$ cat src/rtl/instr_loader.sv
`default_nettype none
// ============================================================================
//  Module      : instr_loader
//  Description : Byte-stream instruction loader. Receives a 16-bit little-
//                endian word count N followed by N little-endian 4-byte
//                instruction words and writes each word into instruction
//                memory at consecutive word addresses. The processor is held
//                in reset for the duration of the session.
//                Optional feature macro: INSTR_LOADER_CHECKSUM_EN
//                  When defined, a 4-byte little-endian trailer is accepted
//                  after the payload and compared with the mod-2^32 sum of
//                  all written words.
//  Revision    : 1.0 - initial release
// ============================================================================
module instr_loader #(
    parameter int WIDTH      = 32,
    parameter int ADDR_WIDTH = 10
) (
    input  logic                  clk,
    input  logic                  rst,
    input  logic                  start,
    input  logic [7:0]            byte_in,
    input  logic                  byte_valid,
    output logic                  byte_ready,
    output logic                  mem_we,
    output logic [ADDR_WIDTH-1:0] mem_addr,
    output logic [WIDTH-1:0]      mem_wdata,
    output logic                  cpu_hold,
    output logic                  busy,
    output logic                  done,
    output logic                  error,
    output logic [15:0]           word_count
);

    localparam logic [2:0] S_IDLE    = 3'd0;
    localparam logic [2:0] S_LEN_LO  = 3'd1;
    localparam logic [2:0] S_LEN_HI  = 3'd2;
    localparam logic [2:0] S_PAYLOAD = 3'd3;
    localparam logic [2:0] S_WRITE   = 3'd4;
    localparam logic [2:0] S_CHECK   = 3'd5;
    localparam logic [2:0] S_DONE    = 3'd6;
    localparam logic [2:0] S_ERR     = 3'd7;

    // Memory capacity in words; wide enough that the shift never overflows.
    localparam logic [32:0] C_CAPACITY = 33'd1 << ADDR_WIDTH;

    logic [2:0]  state_q,      state_d;
    logic [15:0] len_q,        len_d;
    logic [15:0] word_count_q, word_count_d;
    logic [1:0]  byte_idx_q,   byte_idx_d;
    logic [31:0] word_q,       word_d;

    logic        xfer;
    logic [15:0] count_inc;
    logic [15:0] len_full;

`ifdef INSTR_LOADER_CHECKSUM_EN
    logic [31:0] sum_q, sum_d;
    logic [31:0] trailer;
`endif

    // Handshake and helper values shared by the next-state logic.
    assign xfer      = byte_valid & byte_ready;
    assign count_inc = word_count_q + 16'd1;
    assign len_full  = {byte_in, len_q[7:0]};

`ifdef INSTR_LOADER_CHECKSUM_EN
    // Complete trailer as seen on the cycle its last byte is accepted.
    assign trailer = {byte_in, word_q[23:0]};
`endif

    // Next-state and datapath update for the load session.
    always_comb begin
        state_d      = state_q;
        len_d        = len_q;
        word_count_d = word_count_q;
        byte_idx_d   = byte_idx_q;
        word_d       = word_q;
`ifdef INSTR_LOADER_CHECKSUM_EN
        sum_d        = sum_q;
`endif
        case (state_q)
            S_IDLE, S_DONE, S_ERR: begin
                if (start) begin
                    state_d      = S_LEN_LO;
                    len_d        = 16'd0;
                    word_count_d = 16'd0;
                    byte_idx_d   = 2'd0;
                    word_d       = 32'd0;
`ifdef INSTR_LOADER_CHECKSUM_EN
                    sum_d        = 32'd0;
`endif
                end
            end
            S_LEN_LO: begin
                if (xfer) begin
                    len_d[7:0] = byte_in;
                    state_d    = S_LEN_HI;
                end
            end
            S_LEN_HI: begin
                if (xfer) begin
                    len_d[15:8] = byte_in;
                    // A count of exactly the capacity is legal; one more is not.
                    if ({17'd0, len_full} > C_CAPACITY) begin
                        state_d = S_ERR;
                    end else if (len_full == 16'd0) begin
                        state_d = S_CHECK;
                    end else begin
                        state_d = S_PAYLOAD;
                    end
                end
            end
            S_PAYLOAD: begin
                if (xfer) begin
                    word_d[{byte_idx_q, 3'b000} +: 8] = byte_in;
                    byte_idx_d = byte_idx_q + 2'd1;
                    if (byte_idx_q == 2'd3) begin
                        state_d = S_WRITE;
                    end
                end
            end
            S_WRITE: begin
                // Address for this write is the count before incrementing.
                word_count_d = count_inc;
`ifdef INSTR_LOADER_CHECKSUM_EN
                sum_d        = sum_q + word_q;
`endif
                if (count_inc == len_q) begin
                    state_d = S_CHECK;
                end else begin
                    state_d = S_PAYLOAD;
                end
            end
            S_CHECK: begin
`ifdef INSTR_LOADER_CHECKSUM_EN
                // Trailer bytes reuse the word assembly register and index.
                if (xfer) begin
                    word_d[{byte_idx_q, 3'b000} +: 8] = byte_in;
                    byte_idx_d = byte_idx_q + 2'd1;
                    if (byte_idx_q == 2'd3) begin
                        state_d = (trailer == sum_q) ? S_DONE : S_ERR;
                    end
                end
`else
                state_d = S_DONE;
`endif
            end
            default: begin
                state_d = S_IDLE;
            end
        endcase
    end

    // State registers with synchronous active-low reset.
    always_ff @(posedge clk) begin
        if (!rst) begin
            state_q      <= S_IDLE;
            len_q        <= 16'd0;
            word_count_q <= 16'd0;
            byte_idx_q   <= 2'd0;
            word_q       <= 32'd0;
`ifdef INSTR_LOADER_CHECKSUM_EN
            sum_q        <= 32'd0;
`endif
        end else begin
            state_q      <= state_d;
            len_q        <= len_d;
            word_count_q <= word_count_d;
            byte_idx_q   <= byte_idx_d;
            word_q       <= word_d;
`ifdef INSTR_LOADER_CHECKSUM_EN
            sum_q        <= sum_d;
`endif
        end
    end

    // Outputs are decoded directly from the registered state and datapath.
    assign busy       = (state_q != S_IDLE) && (state_q != S_DONE) && (state_q != S_ERR);
    assign cpu_hold   = busy;
    assign done       = (state_q == S_DONE);
    assign error      = (state_q == S_ERR);
    assign mem_we     = (state_q == S_WRITE);
    assign mem_addr   = ADDR_WIDTH'(word_count_q);
    assign mem_wdata  = WIDTH'(word_q);
    assign word_count = word_count_q;
`ifdef INSTR_LOADER_CHECKSUM_EN
    assign byte_ready = (state_q == S_LEN_LO) || (state_q == S_LEN_HI) ||
                        (state_q == S_PAYLOAD) || (state_q == S_CHECK);
`else
    assign byte_ready = (state_q == S_LEN_LO) || (state_q == S_LEN_HI) ||
                        (state_q == S_PAYLOAD);
`endif

endmodule
`default_nettype wire

$ cat config.mk
export PLATFORM = sky130hd
export DESIGN_NAME = instr_loader
export DESIGN_NICKNAME = d
export VERILOG_FILES = /design/src/rtl/instr_loader.sv
export SDC_FILE = /design/constraint.sdc
export NUM_CORES = 1
export LEC_CHECK = 0
export CAP_MARGIN = 20
export CELL_PAD_IN_SITES_DETAIL_PLACEMENT = 1
export CELL_PAD_IN_SITES_GLOBAL_PLACEMENT = 2
export CORE_MARGIN = 4
export CORE_UTILIZATION = 30
export DETAILED_ROUTE_END_ITERATION = 8
export PLACE_DENSITY_LB_ADDON = 0.15
export SKIP_LAST_GASP = 1
export SLEW_MARGIN = 10
export SYNTH_ARGS = -nofsm -noshare
export SYNTH_HDL_FRONTEND = slang
export SYNTH_SLANG_ARGS = --single-unit
$ cat constraint.sdc
create_clock -name clk -period 3.3 [get_ports clk]
set_clock_uncertainty 0.2 [all_clocks]
set_input_delay 0.66 -clock clk [delete_from_list [all_inputs] [get_ports clk]]
set_output_delay 0.66 -clock clk [all_outputs]
set_load 0.05 [all_outputs]
== Word level (Yosys, flattened, before mapping) ==
Index checks and enable logic that the tools add are counted.
Widths: inputs -> output; s select.

* Bits of input ports: 12
* Flip-flop bits (word level): 69

* Reduce and logical (&&, ||, !) cells: 17
* Add/subtract/negate cells: 3
* Bitwise logic cells: 1
* Equality and inequality tests: 16
* Shifts and indexed selects: 2
* $lt $le $gt $ge: 1
* Muxes and demuxes: 21

{| class="wikitable"
|+ Operators with widths
! cell !! number
|-
| $mux 32 || 2
|-
| $pmux 32 s2 || 1
|-
| $bwmux 32 || 1
|-
| $pmux 16 s2 || 1
|-
| $pmux 8 s2 || 2
|-
| $shift 8x7->32 const A || 1
|-
| $shiftx 8x7->32 || 1
|-
| $mux 3 || 8
|-
| $pmux 3 s6 || 1
|-
| $add 16x1->16 const B || 1
|-
| $eq 16x16->1 || 1
|-
| $gt 16x11->1 const B || 1
|-
| $logic_not 16->1 || 1
|-
| $mux 16 || 1
|-
| $eq 3x3->1 const B || 4
|-
| $ne 2x2->1 const B || 5
|-
| $reduce_and 3->1 || 3
|-
| $mux 8 || 1
|-
| $reduce_bool 2->1 || 4
|-
| $neg 5->7 || 1
|-
| $eq 3x2->1 const B || 2
|-
| $ne 3x3->1 const B || 2
|-
| $reduce_and 5->1 || 1
|-
| $mux 2 || 2
|-
| 11 further kinds || 13
|}

== Longest topological paths before layout ==
* Word-level depth: 6
* Depth in mapped cells: 9
* Mapped depth without buffers: 7

== Worst setup path before layout ==
OpenSTA, ideal clock, no wires.

* Kind: register to register
* Start: reg word_count_q[3] (netlist: word_count[3])
* End: reg state_q[1]
* Setup slack: 0.425 ns
* Data required time: 2.983 ns
* Buffers on the path: 0
* Stages on the path, launching flop included: 7
* Setup time: 0.117 ns
* Arrival time: 2.558 ns
* Path through: dfxtp_1 > nand4_2 > or4_4 > nor4_2 > o2111ai_1 > or4_1 > a22o_1

* Longest elaborated chain between the ends: 4

{| class="wikitable"
|+ RTL lines
! item !! line !! text
|-
| start, declared || 49 || <nowiki>logic [15:0] word_count_q, word_count_d;</nowiki>
|-
| start signal, assigned || 169 || <nowiki>word_count_q <= word_count_d;</nowiki>
|-
| $add 16x1->16 || 64 || <nowiki>assign count_inc = word_count_q + 16'd1;</nowiki>
|-
| $eq 16x16->1 || 129 || <nowiki>if (count_inc == len_q) begin</nowiki>
|-
| $mux 3 || 129 ||
|-
| $pmux 3 s6 || 82 || <nowiki>case (state_q)</nowiki>
|-
| end signal, assigned || 167 || <nowiki>state_q <= state_d;</nowiki>
|-
| end, declared || 47 || <nowiki>logic [2:0] state_q, state_d;</nowiki>
|}

Every way passes these cells.
A chain may end at the register's enable or synchronous reset.

== Worst setup path after layout ==
* Start: reg state_q[1]
* End: out error

* Longest elaborated chain between the ends: 1

{| class="wikitable"
|+ RTL lines
! item !! line !! text
|-
| $eq 3x3->1 || 182 || <nowiki>assign error = (state_q == S_ERR);</nowiki>
|-
| end, declared || 31 || <nowiki>output logic error,</nowiki>
|}

Every way passes these cells.

==> impl_metrics.toml <==
[placement]
place_congestion = 0.810
dpl_cell_area_sq_mm = 0.00486
io_buffers = 75
dp_hpwl_microns = 9380

[global_routing]
grt_usage_pct = 18.0
antenna_found_initial = 0
grt_max_degree = 47
grt_pass1_vias = 3958
grt_pass1_wl_microns = 21200
overflow = 0

[setup_path]
end_kind = "primary output"
cp_slowest_cell = "clkdlybuf4s50_1"
crit_type = "flip-flop to primary output"
path_max_fanout = 13
critPathRequiredTime_ns = 2.44
critPathArrivalTime_ns = 2.24
cp_slowest_stage_delay_ns = 0.83
critPathBufInv = 2
critPathLaunchType = "flip-flop"
worstPathCellList = "buf_4 -> nand2_1 -> nor2_1 -> clkdlybuf4s50_1"
crit_family = "buffers and inverters"

[logic_synthesis]
yosysTopAreaCellShare_pct = 34.8
synth_top_cell_by_area = "dfxtp_1"
synth.distinct_cells = 62
syn_inst = 506
synth_edf_count = 0
async_reset_ff_share_pct = 0
synthesis.nets = 524
yosysMostFrequentCell = "dfxtp_1"
netlist_top_cells_area = "dfxtp_1, a21oi_1, nand3_1"
synth_common_cells = "dfxtp_1, a21oi_1, nand3_1, nand2_1, nand2b_1"
syn_area_per_cell_sq_um = 7.85
netlist_area_sq_mm = 0.00397
ys_warn_count = 0
yosysSeqAreaShare_pct = 34.8
synth_top_flop_cell = "dfxtp_1"
ys_ff_latch = 69

[floorplan]
initial_core_util_pct = 31.1
rows = 41
die_w_microns = 123
die_area_sq_mm = 0.0151
io_pins = 76
die_y_microns = 123
core-area_sq_mm = 0.0128

[timing]
drv_slew = 0
max-slew-margin-rel_pct = 43.0
finalHoldViolations = 0
setup_viol = 0
tightestPinTransition_ns = 0.854
fin_crit_ns = 3.10
finalCritPeriodShare_pct = 94.1
rsz0062_at_grt = "false"
fmax_mhz = 322
fin_setup_tns_ns = 0

[drt]
drtPass1Iterations = 4
viasPerCell = 5.21
antenna_left = 0
vias = 3901
wl_microns = 13000
drcViolationCount = 0
drt_first_iter_violations = 236
avgRoutedWirePerCell_microns = 17.4

[clock_tree]
cts_sinks = 69
postCtsSetupBuffers = 0
cts_tree = "done"
cts_buffer_depth = 2
cts.clk_slew.worst_paths_ns = 0.06
cts_root_buffer = "clkbuf_16"
numCtsBuffers = 9
clkLatencyLatePin_ns = 0.34
ctsResizeCount = 0
h-tree-depth = 3
cts_hold_buf = 0

[layout]
area_growth_pct = 30.2
finish.instance_area_sq_mm = 0.00517
diodes = 0
drive_gt1_share_pct = 10.1
num-nets-final = 590

[run_status]
status = "finished, final reports clean"

[flow_run]
maxCapViolations = 0

[pwr]
ir_worst_vdd_mv = 0.219
p_leak_nw = 1.76
powerDensity_mw_per_mm2 = 473

[hold_path]
hold_class = "flip-flop to flip-flop"
-- final cells by class --
type                       instances  area [sq um]
fill                            1534          7600
clock inverter                     7          75.1
timing repair buffer             100           936
multi-input combinational        383          2310
inverter                           9          33.8
tap                              172           215
clock buffer                       9           225
sequential                        69          1380
-- state kept, by name (all words and copies together), names as in the netlist --
register,flops
mem_wdata,32
len_q,16
word_count,16
state_q,3
byte_idx_q,2
-- logic make-up (layout without fill, tap and decap cells) --
| group | after synthesis | count (layout) | synth area share [%] |
|---|---|---|---|
| AOI/OAI and AO/OA | 123 | 123 | 19.0 |
| muxes | 7 | 7 | 1.76 |
| xor gates and xnor gates | 22 | 22 | 4.85 |
| adders and majority gates | 6 | 6 | 1.89 |
| and+or+nand+nor | 225 | 225 | 30.5 |
| DFF | 69 | 69 | 34.8 |
| buffers and inverters | 54 | 125 | 7.15 |
-- metrics by stage --
step | setup WS [ns] | std cells | hold slack [ns] | power (mW) | util (%)
2_1_floorplan | 0.425 | 506 | 0.243 | 1.30 | -
6_report | 0.196 | 749 | 0.268 | 2.45 | 40.5
3_5_place_dp | 0.237 | 732 | 0.265 | 1.47 | 38.1
3_3_place_gp | 0.233 | 731 | 0.257 | 1.46 | 38.0
5_1_grt | 0.0588 | 749 | 0.296 | 2.58 | 40.5
4_1_cts | 0.178 | 748 | 0.273 | 2.48 | 40.4
-- routing by layer --
layer / vias to the layer above / GRT usage (%) / wire [microns]
li1: 1915 / - / -
met1: 1905 / 23.4 / 6030
met2: 65 / 30.1 / 6360
met3: 16 / 4.85 / 454
met4: 0 / 3.88 / 167
met5: - / 0 / 0
-- layout by cell type, fill, tap and decap left out, drive strengths merged, types with 3 or more instances in the layout --
cell type       n
nand2          43
and3            8
o21ai          24
o2111a          3
a21oi          54
or4             5
clkdlybuf4s50  74
nor3            8
o311a           3
inv            10
nor3b           3
nand3          51
a31oi           5
and2           11
nand2b         33
and4            4
o21a            7
or2             5
nor2b           3
nor4            6
a21boi          9
clkinv          5
or3             5
dfxtp          69
nor2           28
nand4           6
ha              6
xor2            5
xnor2          17
buf            26
clkbuf          9
nand3b          3
mux2i           7
-- power by group --
group	internal, mW	leakage [nW]	switching (mW)	total, mW
sequential	0.852	0.556	0.0322	0.884
clock	0.589	0.150	0.403	0.991
combinational	0.219	1.06	0.352	0.571
-- worst min-delay path, cell delays in order, from the launching register on --
cell and delay [ns]:
dfxtp_1 0.32, nand2_1 0.06, a21oi_1 0.05
-- final timing paths --
kind | start | endpoint | slack (ns) | cells past startpoint
setup / recovery | state_q[1]$_SDFFE_PN0P_ | error | 0.20 | 4
hold / removal | len_q[8]$_SDFFE_PN0P_ | len_q[8]$_SDFFE_PN0P_ | 0.27 | 2
setup reg to reg | word_count[1]$_SDFFE_PN0P_ | state_q[1]$_SDFFE_PN0P_ | 0.33 | 7
hold reg to reg | len_q[8]$_SDFFE_PN0P_ | len_q[8]$_SDFFE_PN0P_ | 0.27 | 2
(Power assumes the default switching activity.)
==> edit: new RTL, same flow settings <==
Put one more register stage on the output `word_count`. The value now appears one clock later. The other outputs are not delayed to match.
--- a/src/rtl/instr_loader.sv
+++ b/src/rtl/instr_loader.sv
@@ -185,3 +185,5 @@
     assign mem_wdata  = WIDTH'(word_q);
-    assign word_count = word_count_q;
+    always_ff @(posedge clk) begin
+        word_count <= word_count_q;
+    end
 `ifdef INSTR_LOADER_CHECKSUM_EN
Formal check against the unedited RTL: not equivalent (a bounded check fails within 10 cycles, from zero or initial values and one cycle with rst low).
==> edit against the unedited design <==
  * Sequential cell count grew 16
  * Count of clock-buffer cells in the layout increased by 1
  * Power rose by 3.1%
  * Synthesized area rose by 7.2%
  * Worst hold slack got worse by 59 ps
  * Sequential power up 19%
  * Cell area rose by 5.8%
  * Setup slack improved by 260 ps
  * Die area rose by 6.7%
  * Wire length shrank 0.51%
  * Register-to-register slack better by 220 ps
  * Critical path type unchanged
==> edit: results (changes against the unedited design) <==
status complete, no violations; top post-synthesis cells by area dfxtp_1 40%, a21boi_0 7.4%, nand3_1 5.9%; htree depth 3 (unchanged); Hold Path Cell Cnt 0 (-2); Critical Path Fanout Max 7 (-6); share of layout cells above drive strength 1 0.09185 (-0.008666); first-pass GRT wire length 20690 um (-2.3%); DP Cell Count 741 (+1.2%); TNS Setup 0 ps (unchanged); aggregate routed wire length 12940 um (-0.51%); vias in the first global route 3906 (-1.3%); Reg2Reg Depth 9 (+2); critical path arrival 1980 ps (-260 ps); Reg2Reg Setup Slack 550 ps (+220 ps); GR Util All Layers 0.1624 (-0.01779); Avg WL per Cell 17.10 um (-1.6%); initial DRC count 162 (-31%); worst reg2reg path endpoint mem_wdata[5]; Cells after Synth 508 (+0.40%); GR Util met3 0.03303 (-0.01546); Net Count, Synth 526 (+0.38%); largest net degree at the start of global routing 53 (+13%); Max IR drop VDD 0.2059 mV (-6.0%); DPL Wire Length 9403 um (+0.21%); Hold Crit Start word_count_q[15]; Hold EP word_count[15]; register area share after synthesis 0.3999 (+0.05206); Hold Crit Class flop to flop; clock tree buffer depth 2 (unchanged); Switching Fraction 0.2722 (-0.04938); met1 Resource Use GR 0.1979 (-0.03595); worst slew pin tran 738.9 ps (-115.2 ps); worst flop-to-flop path startpoint state_q[2]; gpl congestion 0.7687 (-5.1%); n_diodes 0 (unchanged); drt first pass iters 4 (unchanged); most instantiated cells after synthesis 85 x dfxtp_1, 57 x nand2_1, 50 x nand3_1, 42 x a21boi_0, 35 x nor2_1; met2 usage 0.2814 (-0.01989); Clock transition at path regs 70 ps; Leak 1.879 nW (+6.6%); Vias 3756 (-3.7%); post-CTS resize count 0 (unchanged)
## edit: power groups by stage
stage          combinational, mW  sequential [mW]  clock (mW)
3_3_place_gp               0.332             1.07           0
4_1_cts                    0.335             1.05        1.18
2_1_floorplan              0.222             1.07           0
5_1_grt                    0.363             1.05        1.22
6_report                   0.331             1.05        1.14
3_5_place_dp               0.334             1.07           0
## edit: worst max path at each step
stage / depth (start not counted) / from / slack, ps / endpoint
finish: 3 / state_q[2] / 460 / done
global route: 9 / state_q[2] / 300 / mem_wdata[5]
CTS: 3 / state_q[2] / 440 / done
detailed placement: 8 / start / 220 / mem_wdata[7]
global placement: 8 / start / 270 / mem_wdata[5]
floorplan: 4 / state_q[2] / 520 / cpu_hold
## edit: routing by layer
layer | share of wire | routed length [um] | vias up
li1 | - | - | 1885
met1 | 0.46 | 5934 | 1794
met2 | 0.49 | 6345 | 64
met3 | 0.034 | 439 | 13
met4 | 0.017 | 221 | 0
met5 | 0 | 0 | -
## edit: logic make-up after synthesis
family	synth area share
xor gates and xnor gates	0.05351
AOI/OAI and AO/OA	0.1858
DFF	0.3999
and+or+nand+nor	0.2749
adders and majority gates	0.01764
buffers and inverters	0.06821
## edit: final cells by class
class | count | area, sq um
Fill cell | 1638 | 8407
Multi-Input combinational cell | 370 | 2263
Sequential cell | 85 | 1702
Timing Repair Buffer | 98 | 920.9
Clock buffer | 10 | 239.0
Tap cell | 180 | 225.2
Clock inverter | 6 | 93.84
Inverter | 8 | 30.03
## edit: metrics by stage
| step | util | hold WS (ps) | setup slack [ps] | cell area [sq um] |
|---|---|---|---|---|
| 6_report | 0.3944 | 209.0 | 460.1 | 5474 |
| 5_1_grt | 0.3944 | 223.8 | 295.7 | 5474 |
| 4_1_cts | 0.3944 | 215.5 | 437.7 | 5474 |
| 3_5_place_dp | 0.3704 | 203.6 | 217.5 | 5141 |
| 3_3_place_gp | 0.3704 | 206.3 | 271.6 | 5141 |
| 2_1_floorplan | - | 129.0 | 516.0 | 4255 |
## edit: worst max-delay path, delay by kind of cell (launching register included)
family | cells | cell delay, ps
buffers and inverters | 2 | 990
DFF | 1 | 450
and+or+nand+nor | 1 | 200
